### config.mk
export PLATFORM = sky130hd
export DESIGN_NAME = dot_product_engine_flat
export DESIGN_NICKNAME = d
export VERILOG_FILES = /design/src/rtl/dot_product_engine_pkg.sv /design/src/rtl/dot_product_engine_if.sv /design/src/rtl/dot_product_engine_lane.sv /design/src/rtl/dot_product_engine.sv /design/src/flat_wrapper.sv
export SDC_FILE = /design/constraint.sdc
export NUM_CORES = 2
export LEC_CHECK = 0
export CAP_MARGIN = 20
export CORE_UTILIZATION = 55
export CTS_CLUSTER_SIZE = 28
export DETAILED_ROUTE_END_ITERATION = 12
export PLACE_DENSITY = 0.72
export SYNTH_ARGS = -nofsm -noshare
export SYNTH_HDL_FRONTEND = slang
export SYNTH_SLANG_ARGS = --single-unit
### constraint.sdc
create_clock -name clk -period 16.1 [get_ports clk]
set_input_delay 1.61 -clock clk [delete_from_list [all_inputs] [get_ports clk]]
set_output_delay 1.61 -clock clk [all_outputs]
set_load 0.02 [all_outputs]
### src/rtl/dot_product_engine_pkg.sv
// rtl/dot_product_engine_pkg.sv - shared defaults, derived widths and state encoding for the dot-product engine
package dp_pkg;

  localparam int DEF_PIXEL_SIZE  = 10;
  localparam int DEF_WEIGHT_SIZE = 19;
  localparam int DEF_VAL_SIZE    = 26;
  localparam int DEF_LANES       = 2;
  localparam int DEF_MUL_LAT     = 6;
  localparam int DEF_ADD_LAT     = 2;
  localparam int DEF_FRAC_SHIFT  = 0;

  localparam logic [1:0] ST_ACCUM  = 2'd0;
  localparam logic [1:0] ST_DRAIN  = 2'd1;
  localparam logic [1:0] ST_REDUCE = 2'd2;
  localparam logic [1:0] ST_OUTPUT = 2'd3;

  // Ceiling log2 with a floor of 1 so single-entry counters still get a bit
  function automatic int clog2(input int v);
    int r;
    int x;
    r = 0;
    x = v - 1;
    while (x > 0) begin
      r = r + 1;
      x = x >> 1;
    end
    return (r < 1) ? 1 : r;
  endfunction

  // Full signed product width: signed weight times zero-extended pixel
  function automatic int prod_width(input int ws, input int ps);
    return ws + ps + 1;
  endfunction

  // Bank pointer width for a lane with n banks
  function automatic int bp_width(input int n);
    return clog2(n);
  endfunction

endpackage

### src/rtl/dot_product_engine_if.sv
// rtl/dot_product_engine_if.sv - beat input, result output and status signals of the dot-product engine
interface dot_product_engine_if
  import dp_pkg::*;
#(
  parameter int LANES       = DEF_LANES,
  parameter int PIXEL_SIZE  = DEF_PIXEL_SIZE,
  parameter int WEIGHT_SIZE = DEF_WEIGHT_SIZE,
  parameter int VAL_SIZE    = DEF_VAL_SIZE
);
  logic                           in_valid;
  logic                           in_ready;
  logic                           in_last;
  logic [LANES*PIXEL_SIZE-1:0]    in_pixels;
  logic [LANES*WEIGHT_SIZE-1:0]   in_weights;
  logic                           out_valid;
  logic                           out_ready;
  logic [VAL_SIZE-1:0]            out_value;
  logic                           busy;

  modport master (
    output in_valid, in_last, in_pixels, in_weights, out_ready,
    input  in_ready, out_valid, out_value, busy
  );

  modport slave (
    input  in_valid, in_last, in_pixels, in_weights, out_ready,
    output in_ready, out_valid, out_value, busy
  );
endinterface

### src/rtl/dot_product_engine_lane.sv
// rtl/dot_product_engine_lane.sv - one lane: pipelined multiplier feeding interleaved accumulator banks
module dp_lane
  import dp_pkg::*;
#(
  parameter int PIXEL_SIZE  = DEF_PIXEL_SIZE,
  parameter int WEIGHT_SIZE = DEF_WEIGHT_SIZE,
  parameter int VAL_SIZE    = DEF_VAL_SIZE,
  parameter int MUL_LAT     = DEF_MUL_LAT,
  parameter int ADD_LAT     = DEF_ADD_LAT,
  parameter int FRAC_SHIFT  = DEF_FRAC_SHIFT
) (
  input  logic                        clk,
  input  logic                        GlobalReset,
  input  logic                        i_valid,
  input  logic                        i_clear,
  input  logic [PIXEL_SIZE-1:0]       i_pixel,
  input  logic [WEIGHT_SIZE-1:0]      i_weight,
  output logic [ADD_LAT*VAL_SIZE-1:0] o_banks
);
  localparam int PROD_W = prod_width(WEIGHT_SIZE, PIXEL_SIZE);
  localparam int BP_W   = bp_width(ADD_LAT);

  logic signed [PROD_W-1:0] w_wext;
  logic signed [PROD_W-1:0] w_pext;
  logic signed [PROD_W-1:0] w_prod;
  logic signed [PROD_W-1:0] w_shift;
  logic        [VAL_SIZE-1:0] w_trunc;

  logic [VAL_SIZE-1:0] r_pipe [MUL_LAT];
  logic [MUL_LAT-1:0]  r_pv;
  logic [VAL_SIZE-1:0] r_bank [ADD_LAT];
  logic [BP_W-1:0]     r_bp;

  assign w_wext  = {{(PROD_W-WEIGHT_SIZE){i_weight[WEIGHT_SIZE-1]}}, i_weight};
  assign w_pext  = {{(PROD_W-PIXEL_SIZE){1'b0}}, i_pixel};
  assign w_prod  = w_wext * w_pext;
  assign w_shift = w_prod >>> FRAC_SHIFT;
  assign w_trunc = VAL_SIZE'(w_shift);

  // Multiplier pipeline: product and its valid bit march MUL_LAT stages together
  always_ff @(posedge clk or posedge GlobalReset) begin
    if (GlobalReset) begin
      for (int i = 0; i < MUL_LAT; i++) r_pipe[i] <= '0;
      r_pv <= '0;
    end else begin
      r_pipe[0] <= w_trunc;
      r_pv[0]   <= i_valid;
      for (int i = 1; i < MUL_LAT; i++) begin
        r_pipe[i] <= r_pipe[i-1];
        r_pv[i]   <= r_pv[i-1];
      end
    end
  end

  // Round-robin banks: each valid product lands in the next bank; bubbles leave bp alone
  always_ff @(posedge clk or posedge GlobalReset) begin
    if (GlobalReset) begin
      for (int i = 0; i < ADD_LAT; i++) r_bank[i] <= '0;
      r_bp <= '0;
    end else if (i_clear) begin
      for (int i = 0; i < ADD_LAT; i++) r_bank[i] <= '0;
      r_bp <= '0;
    end else if (r_pv[MUL_LAT-1]) begin
      r_bank[r_bp] <= r_bank[r_bp] + r_pipe[MUL_LAT-1];
      r_bp         <= (r_bp == BP_W'(ADD_LAT-1)) ? '0 : r_bp + 1'b1;
    end
  end

  for (genvar b = 0; b < ADD_LAT; b++) begin : g_bank
    assign o_banks[b*VAL_SIZE +: VAL_SIZE] = r_bank[b];
  end
endmodule

### src/rtl/dot_product_engine.sv
// rtl/dot_product_engine.sv - streaming multi-lane dot-product engine with drain, reduce and held output
module dot_product_engine
  import dp_pkg::*;
#(
  parameter int PIXEL_SIZE  = DEF_PIXEL_SIZE,
  parameter int WEIGHT_SIZE = DEF_WEIGHT_SIZE,
  parameter int VAL_SIZE    = DEF_VAL_SIZE,
  parameter int LANES       = DEF_LANES,
  parameter int MUL_LAT     = DEF_MUL_LAT,
  parameter int ADD_LAT     = DEF_ADD_LAT,
  parameter int FRAC_SHIFT  = DEF_FRAC_SHIFT
) (
  input  logic               clk,
  input  logic               GlobalReset,
  dot_product_engine_if.slave bus
);
  localparam int DRAIN_N = MUL_LAT + ADD_LAT;
  localparam int CNT_W   = clog2(DRAIN_N + 1);

  logic [1:0]                         r_state;
  logic [CNT_W-1:0]                   r_cnt;
  logic [VAL_SIZE-1:0]                r_out_value;
  logic                               r_busy;
  logic                               w_accept;
  logic                               w_clear;
  logic [LANES*ADD_LAT*VAL_SIZE-1:0]  w_banks;
  logic [VAL_SIZE-1:0]                w_sum;

  assign bus.in_ready  = (r_state == ST_ACCUM);
  assign bus.out_valid = (r_state == ST_OUTPUT);
  assign bus.out_value = r_out_value;
  assign bus.busy      = r_busy;
  assign w_accept      = bus.in_valid && (r_state == ST_ACCUM);
  assign w_clear       = bus.out_ready && (r_state == ST_OUTPUT);

  for (genvar k = 0; k < LANES; k++) begin : g_lane
    dp_lane #(
      .PIXEL_SIZE (PIXEL_SIZE),
      .WEIGHT_SIZE(WEIGHT_SIZE),
      .VAL_SIZE   (VAL_SIZE),
      .MUL_LAT    (MUL_LAT),
      .ADD_LAT    (ADD_LAT),
      .FRAC_SHIFT (FRAC_SHIFT)
    ) u_lane (
      .clk        (clk),
      .GlobalReset(GlobalReset),
      .i_valid    (w_accept),
      .i_clear    (w_clear),
      .i_pixel    (bus.in_pixels[k*PIXEL_SIZE +: PIXEL_SIZE]),
      .i_weight   (bus.in_weights[k*WEIGHT_SIZE +: WEIGHT_SIZE]),
      .o_banks    (w_banks[k*ADD_LAT*VAL_SIZE +: ADD_LAT*VAL_SIZE])
    );
  end

  // Wrapping sum of every bank in every lane
  always_comb begin
    w_sum = '0;
    for (int i = 0; i < LANES*ADD_LAT; i++) begin
      w_sum = w_sum + w_banks[i*VAL_SIZE +: VAL_SIZE];
    end
  end

  // Control: accept beats, wait out the pipelines, register the sum, hold it until taken
  always_ff @(posedge clk or posedge GlobalReset) begin
    if (GlobalReset) begin
      r_state     <= ST_ACCUM;
      r_cnt       <= '0;
      r_out_value <= '0;
      r_busy      <= 1'b0;
    end else begin
      case (r_state)
        ST_ACCUM: begin
          if (w_accept) begin
            r_busy <= 1'b1;
            if (bus.in_last) begin
              r_state <= ST_DRAIN;
              r_cnt   <= '0;
            end
          end
        end
        ST_DRAIN: begin
          if (r_cnt == CNT_W'(DRAIN_N)) r_state <= ST_REDUCE;
          else                          r_cnt   <= r_cnt + 1'b1;
        end
        ST_REDUCE: begin
          r_out_value <= w_sum;
          r_state     <= ST_OUTPUT;
        end
        ST_OUTPUT: begin
          if (bus.out_ready) begin
            r_state <= ST_ACCUM;
            r_busy  <= 1'b0;
          end
        end
        default: r_state <= ST_ACCUM;
      endcase
    end
  end
endmodule

### src/flat_wrapper.sv
// flat-port wrapper written by rule: the top's interface ports become plain ports
module dot_product_engine_flat import dp_pkg::*;
#(
  parameter int PIXEL_SIZE  = DEF_PIXEL_SIZE,
  parameter int WEIGHT_SIZE = DEF_WEIGHT_SIZE,
  parameter int VAL_SIZE    = DEF_VAL_SIZE,
  parameter int LANES       = DEF_LANES,
  parameter int MUL_LAT     = DEF_MUL_LAT,
  parameter int ADD_LAT     = DEF_ADD_LAT,
  parameter int FRAC_SHIFT  = DEF_FRAC_SHIFT
)
  (clk, GlobalReset, bus_in_valid, bus_in_last, bus_in_pixels, bus_in_weights, bus_out_ready, bus_in_ready, bus_out_valid, bus_out_value, bus_busy);
  dot_product_engine_if #(.LANES(LANES), .PIXEL_SIZE(PIXEL_SIZE), .WEIGHT_SIZE(WEIGHT_SIZE), .VAL_SIZE(VAL_SIZE)) bus_i ();
  input  logic clk;
  input  logic GlobalReset;
  input wire logic [$bits(bus_i.in_valid)-1:0] bus_in_valid;
  input wire logic [$bits(bus_i.in_last)-1:0] bus_in_last;
  input wire logic [$bits(bus_i.in_pixels)-1:0] bus_in_pixels;
  input wire logic [$bits(bus_i.in_weights)-1:0] bus_in_weights;
  input wire logic [$bits(bus_i.out_ready)-1:0] bus_out_ready;
  output wire logic [$bits(bus_i.in_ready)-1:0] bus_in_ready;
  output wire logic [$bits(bus_i.out_valid)-1:0] bus_out_valid;
  output wire logic [$bits(bus_i.out_value)-1:0] bus_out_value;
  output wire logic [$bits(bus_i.busy)-1:0] bus_busy;
  assign bus_i.in_valid = bus_in_valid;
  assign bus_i.in_last = bus_in_last;
  assign bus_i.in_pixels = bus_in_pixels;
  assign bus_i.in_weights = bus_in_weights;
  assign bus_i.out_ready = bus_out_ready;
  assign bus_in_ready = bus_i.in_ready;
  assign bus_out_valid = bus_i.out_valid;
  assign bus_out_value = bus_i.out_value;
  assign bus_busy = bus_i.busy;
  dot_product_engine #(.PIXEL_SIZE(PIXEL_SIZE), .WEIGHT_SIZE(WEIGHT_SIZE), .VAL_SIZE(VAL_SIZE), .LANES(LANES), .MUL_LAT(MUL_LAT), .ADD_LAT(ADD_LAT), .FRAC_SHIFT(FRAC_SHIFT)) u_core (.clk(clk), .GlobalReset(GlobalReset), .bus(bus_i));
endmodule
* Word level (Yosys, flattened, before mapping)
Index checks and enable logic that the tools add are counted.
Widths: inputs -> output; s select.
** Storage, ports and cells
- Register bits after elaboration :: 463
- Bits in latches :: 0
- Bits in writable memories :: 0
- ROM bits :: 0
- Input bits :: 63
- Logic and storage cells :: 95
- Memories :: 0
** Cells by class
- Add/sub/neg operators :: 8
- Multipliers :: 2
- Divide/modulo/power cells :: 0
- Magnitude comparators :: 4
- Eq/ne operators :: 9
- Shift-type cells :: 0
- Muxes and demuxes :: 34
- Bitwise gates (word level) :: 2
- Reductions and logical operators :: 12
** Operator list (number)
- $mux 26 :: 8
- $mux 52 :: 4
- $add 26x26->26 :: 5
- $bwmux 52 :: 2
- $demux 26 s1 :: 2
- $mul 19x11->26 :: 2
- $mux 4 :: 3
- $mux 1 :: 8
- $mux 2 :: 4
- $pmux 2 s4 :: 1
- $pmux 4 s2 :: 1
- $reduce_and 4->1 :: 2
- $reduce_bool 2->1 :: 4
- $ne 2x2->1 const B :: 3
- $add 4x1->4 const B :: 1
- $eq 2x2->1 const B :: 2
- $eq 4x4->1 const B :: 1
- $ge 2x2->1 const B :: 2
- $logic_and 1x1->1 :: 4
- $lt 2x1->1 const B :: 2
- $ne 2x1->1 const B :: 2
- $not 1->2 :: 2
- $reduce_and 3->1 :: 1
- $add 1x1->1 const B :: 2
- 3 further kinds :: 3

* Logic depth before layout (Yosys ltp)
- Depth in word-level cells :: 8
- Gate-level depth with buffers :: 22
- Mapped depth without buffers :: 20

* By module
Synthesis repeated with hierarchy kept, for this count alone.
** Second synthesis, totals
- Cells, all modules :: 3016
- Area total of the unflattened synthesis :: 31964.4 um2
** By module, submodules not included
- dp_lane at u_core.g_lane[0].u_lane :: instances 1, cells each 1320, area an instance 14067.2 um2, sequential area each 5380.2 um2
- dp_lane at u_core.g_lane[1].u_lane :: instances 1, cells each 1216, area an instance 13725.7 um2, sequential area each 5380.2 um2
- dot_product_engine :: instances 1, cells each 480, area an instance 4171.5 um2, sequential area each 825.8 um2

* Worst setup path before layout
No wires, ideal clock.
- Path type :: input-to-reg
- From :: input bus_in_pixels[4]
- To :: register u_core.g_lane[0].u_lane.r_pipe[154] (netlist bit)
- Arrival :: 6.595 ns
- Data required time :: 16.020 ns
- Slack :: 9.425 ns
- Stages on the path :: 20
- Cell sequence :: clkbuf_1 buf_1 nand2_1 fa_1 fa_1 fa_1 inv_1 fa_1 inv_1 fa_1 inv_1 ha_1 or4_1 o211ai_1 a21oi_1 o21ai_0 a31oi_1 a211o_1 a21oi_1 xnor2_1
** Between the ends
- Word-level cells in the longest chain between the ends :: 1
** Ends and longest elaborated chain
- start: declaration :: line flat_wrapper.sv:18 : input wire logic [$bits(bus_i.in_pixels)-1:0] bus_in_pixels;
- $mul 19x11->26 :: line dot_product_engine_lane.sv:36 : assign w_prod = w_wext * w_pext;
- net u_core.g_lane[0].u_lane.w_prod[24] :: line dot_product_engine_lane.sv:25 : logic signed [PROD_W-1:0] w_prod;
- end signal: indexed assignment :: line dot_product_engine_lane.sv:49 : r_pipe[i] <= r_pipe[i-1];
- end: declaration :: line dot_product_engine_lane.sv:29 : logic [VAL_SIZE-1:0] r_pipe [MUL_LAT];
The timed path passes the listed nets, and every way through them passes these cells.
A chain may end at the register's enable or synchronous reset.

* Worst setup path in the final report
- From :: input bus_in_pixels[3]
- To :: register u_core.g_lane[0].u_lane.r_pipe[154] (netlist bit)
Same word-level chain as after synthesis.

==> impl_metrics.env <==
export IMPL_first_iter_violations=1474
export IMPL_use_met2_pct=42.3
export IMPL_cts_tree="built"
export IMPL_synth_top_cells_by_count="457 x dfrtp_1, 409 x inv_1, 348 x fa_1, 293 x nand2_1, 206 x and2_1"
export IMPL_muxShareOfSynthArea_pct=2.52
export IMPL_crit_type="in2reg"
export IMPL_netlist_area_sq_um=31400
export IMPL_grtUsageMet3_pct=3.24
export IMPL_cts_path_max_buffers=3
export IMPL_ys_ff_latch=457
export IMPL_ant_nets=0
export IMPL_async_flop_share_pct=100
export IMPL_root_buffer="clkbuf_16"
export IMPL_synth_largest_area_cell="dfrtp_1"
export IMPL_reg2reg_depth=12
export IMPL_syn_to_final_growth_pct=10.2
export IMPL_worst_setup_path_start_kind="input pin"
export IMPL_antenna_found_initial=0
export IMPL_max_freq_mhz=141
export IMPL_whs_ns=0.327
export IMPL_cp_arrival_ns=7.57
export IMPL_io_pins=92
export IMPL_power_density_nw_per_um2=227
export IMPL_wl_per_cell_um=18.0
export IMPL_hold_depth=0
export IMPL_syn_inst=2918
export IMPL_cts_clk_slew_worst_paths_ns=0.07
export IMPL_hpwl_um=50100
export IMPL_hold_viol=0
export IMPL_antennaDiodeCount=0
export IMPL_critPathMaxStageDelay_ns=0.93
export IMPL_grt_pass1_wl_um=113000
export IMPL_finalSetupViolCount=0
export IMPL_synth_top_area_share_pct=36.4
export IMPL_yosysWarningCount=0
export IMPL_grt_total_usage_pct=24.6
export IMPL_clock_skew_final_ns=0.0264
export IMPL_min_period_over_period_pct=44.1
export IMPL_drcViolationCount=0
export IMPL_fp_coreArea_sq_um=56400
export IMPL_synth_area_leaders="dfrtp_1 36%, fa_1 22%, ha_1 7.8%, inv_1 4.9%, and2_1 4.1%"
export IMPL_slew_headroom_pct=27.9
export IMPL_syn_area_per_cell_sq_um=10.8
export IMPL_dieArea_sq_um=58100
export IMPL_die_w_um=241
export IMPL_worst_path_max_fanout=19
export IMPL_worstMarginPinSlew_ns=1.08
export IMPL_num_nets_final=3562
export IMPL_rows=87
export IMPL_hold_class="reg2reg"
export IMPL_place_ws_ns=8.47
export IMPL_synth_compound_area_share_pct=9.47
export IMPL_cts_hold_buf=0
export IMPL_path_buf_inv=4
export IMPL_synth_flop_cell="dfrtp_1"
export IMPL_post_cts_resize_count=0
export IMPL_timing_final_ws_setup_ns=9.00
export IMPL_synth_most_common_cell="dfrtp_1"
export IMPL_cts_sinks=457
export IMPL_cp_depth=19
export IMPL_clock_latency_ns=0.58
export IMPL_cts_inserted_buffers=45
export IMPL_cap_violations=0
export IMPL_period_needed_ns=7.10
export IMPL_busiest_layer="met2"
export IMPL_num_vias=20800
export IMPL_drive_gt1_share_pct=6.12
export IMPL_drt_wl_total_um=67400
export IMPL_cts_setup_buffers=0
export IMPL_tns_ns=0
export IMPL_drv_slew=0
export IMPL_floorplan_initialDensity_pct=55.7
export IMPL_synth_enable_flop_cells=0
export IMPL_grt_max_degree=207
export IMPL_met1_usage_pct=32.9
export IMPL_slowest_stage="clkdlybuf4s50_1"
export IMPL_yosysSeqAreaShare_pct=36.4
export IMPL_syn_nets=3526
export IMPL_viasPerCell=5.56
export IMPL_ys_types=63
export IMPL_grt_overflow=0
export IMPL_portBuffers=91
export IMPL_cp_top_family="adder cells"
export IMPL_cp_end_kind="flop"
export IMPL_status="finished, final reports clean"
export IMPL_first_global_vias=22500
export IMPL_required_ns=16.57
export IMPL_dieHeight_um=241
export IMPL_p_total_mw=7.87
export IMPL_worstPathCellList="clkdlybuf4s50_1 > nand2_1 > fa_1 > fa_1 > fa_1 > inv_1 > fa_1 > inv_1 > fa_1 > inv_1 > ha_1 > or4_1 > o211ai_1 > a21oi_1 > o21ai_0 > a31oi_1 > a211o_1 > a21oi_1 > xnor2_1"
export IMPL_synth_xor_area_share_pct=3.46
export IMPL_p_leak_nw=16.7
export IMPL_synth_top_family_by_area="adder cells"
export IMPL_synthAdderAreaFrac_pct=30.0
export IMPL_cp_common_cell="fa_1"
export IMPL_final_util_pct=61.4
export IMPL_ir_worst_vdd_v=0.000122
export IMPL_h_tree_depth=2
export IMPL_yosys_area_share_simple_pct=11.9
export IMPL_rsz0062_at_grt="false"
export IMPL_firstDrtPassIters=5
export IMPL_place_congestion=0.937
## per-stage QoR
step | std cells | cell area (sq um)
floorplan | 2918 | 31400
global placement | 3662 | 33000
detailed placement | 3663 | 33000
CTS | 3746 | 34600
global route | 3746 | 34600
finish | 3746 | 34600
## placed cells by master (no fill, tap or decap), types with 10 or more instances in the layout
cell type / n
a21o_1: 37
and3_1: 16
dfrtp_1: 457
nand2_1: 293
o21a_1: 32
and2_1: 206
a22o_1: 48
clkdlybuf4s50_1: 91
ha_1: 197
inv_1: 408
clkbuf_16: 47
xor2_1: 28
a21oi_1: 134
a31oi_1: 11
nand2b_1: 16
xnor2_1: 96
o21ai_0: 72
o31ai_1: 10
a211oi_1: 23
nand3_1: 40
buf_4: 14
o211ai_1: 12
mux2_2: 64
nor2_1: 65
fa_1: 348
nor2b_1: 19
or3_1: 11
nor3_1: 35
## worst paths after layout
path / from / end / slack, ns
min in group asynchronous: GlobalReset / u_core.r_cnt[2]$_DFFE_PP0P_ / 1.55
worst max-delay path: bus_in_pixels[3] / u_core.g_lane[0].u_lane.r_pipe[154]$_DFF_PP0_ / 9.00
max in group asynchronous: GlobalReset / u_core.bus.out_value[23]$_DFFE_PP0P_ / 12.99
worst min register to register: u_core.g_lane[0].u_lane.r_pipe[86]$_DFF_PP0_ / u_core.g_lane[0].u_lane.r_pipe[60]$_DFF_PP0_ / 0.33
worst max register to register: u_core.g_lane[0].u_lane.r_bp$_DFFE_PP0P_ / u_core.g_lane[0].u_lane.o_banks[20]$_DFFE_PP0P_ / 11.62
worst min-delay path: u_core.g_lane[0].u_lane.r_pipe[86]$_DFF_PP0_ / u_core.g_lane[0].u_lane.r_pipe[60]$_DFF_PP0_ / 0.33
## layer usage
layer  vias to the layer above  wire, um
li1                       9489         -
met1                     10600     28900
met2                       619     33500
met3                       119      3440
met4                         0      1570
met5                         -         0
## flip-flops by register name, summed over array words and instances (netlist names)
register	cells
u_core.bus.out_value	26
u_core.g_lane.u_lane.o_banks	104
u_core.r_state	2
u_core.bus.busy	1
u_core.g_lane.u_lane.r_pipe	312
u_core.g_lane.u_lane.r_pv	6
u_core.g_lane.u_lane.r_bp	2
u_core.r_cnt	4
## where the power goes
part / switching, mW / internal, mW / total, mW
sequential: 0.287 / 1.69 / 1.98
clock: 0.451 / 0.687 / 1.14
combinational: 2.67 / 2.09 / 4.75
total: 3.40 / 4.46 / 7.87
## cell families after synthesis
group | Yosys count
adders and majority gates | 545
xor gates and xnor gates | 124
DFF | 457
buffers and inverters | 527
AOI/OAI and AO/OA | 447
and+or+nand+nor | 747
muxes | 71
## final cells by class
class	count	area, sq um
clock buffer	55	1250
clock inverter	28	388
fill	4522	21800
inverter	409	1540
multi-input combinational	1934	18000
sequential	457	11400
tap	756	946
timing repair buffer	107	1050
## worst reg2reg max path, cell delays in order, from the launching register on
cell      delay, ns
dfrtp_1        0.34
buf_4          0.42
mux2_2         0.41
ha_1           0.23
fa_1           0.46
a211oi_1       0.36
nor3_1         0.12
o31a_1         0.32
o311ai_1       0.48
a21oi_1        0.24
o41a_1         0.53
and3_1         0.24
nor3_1         0.22
Note: power is estimated with default switching activity, not from simulation.
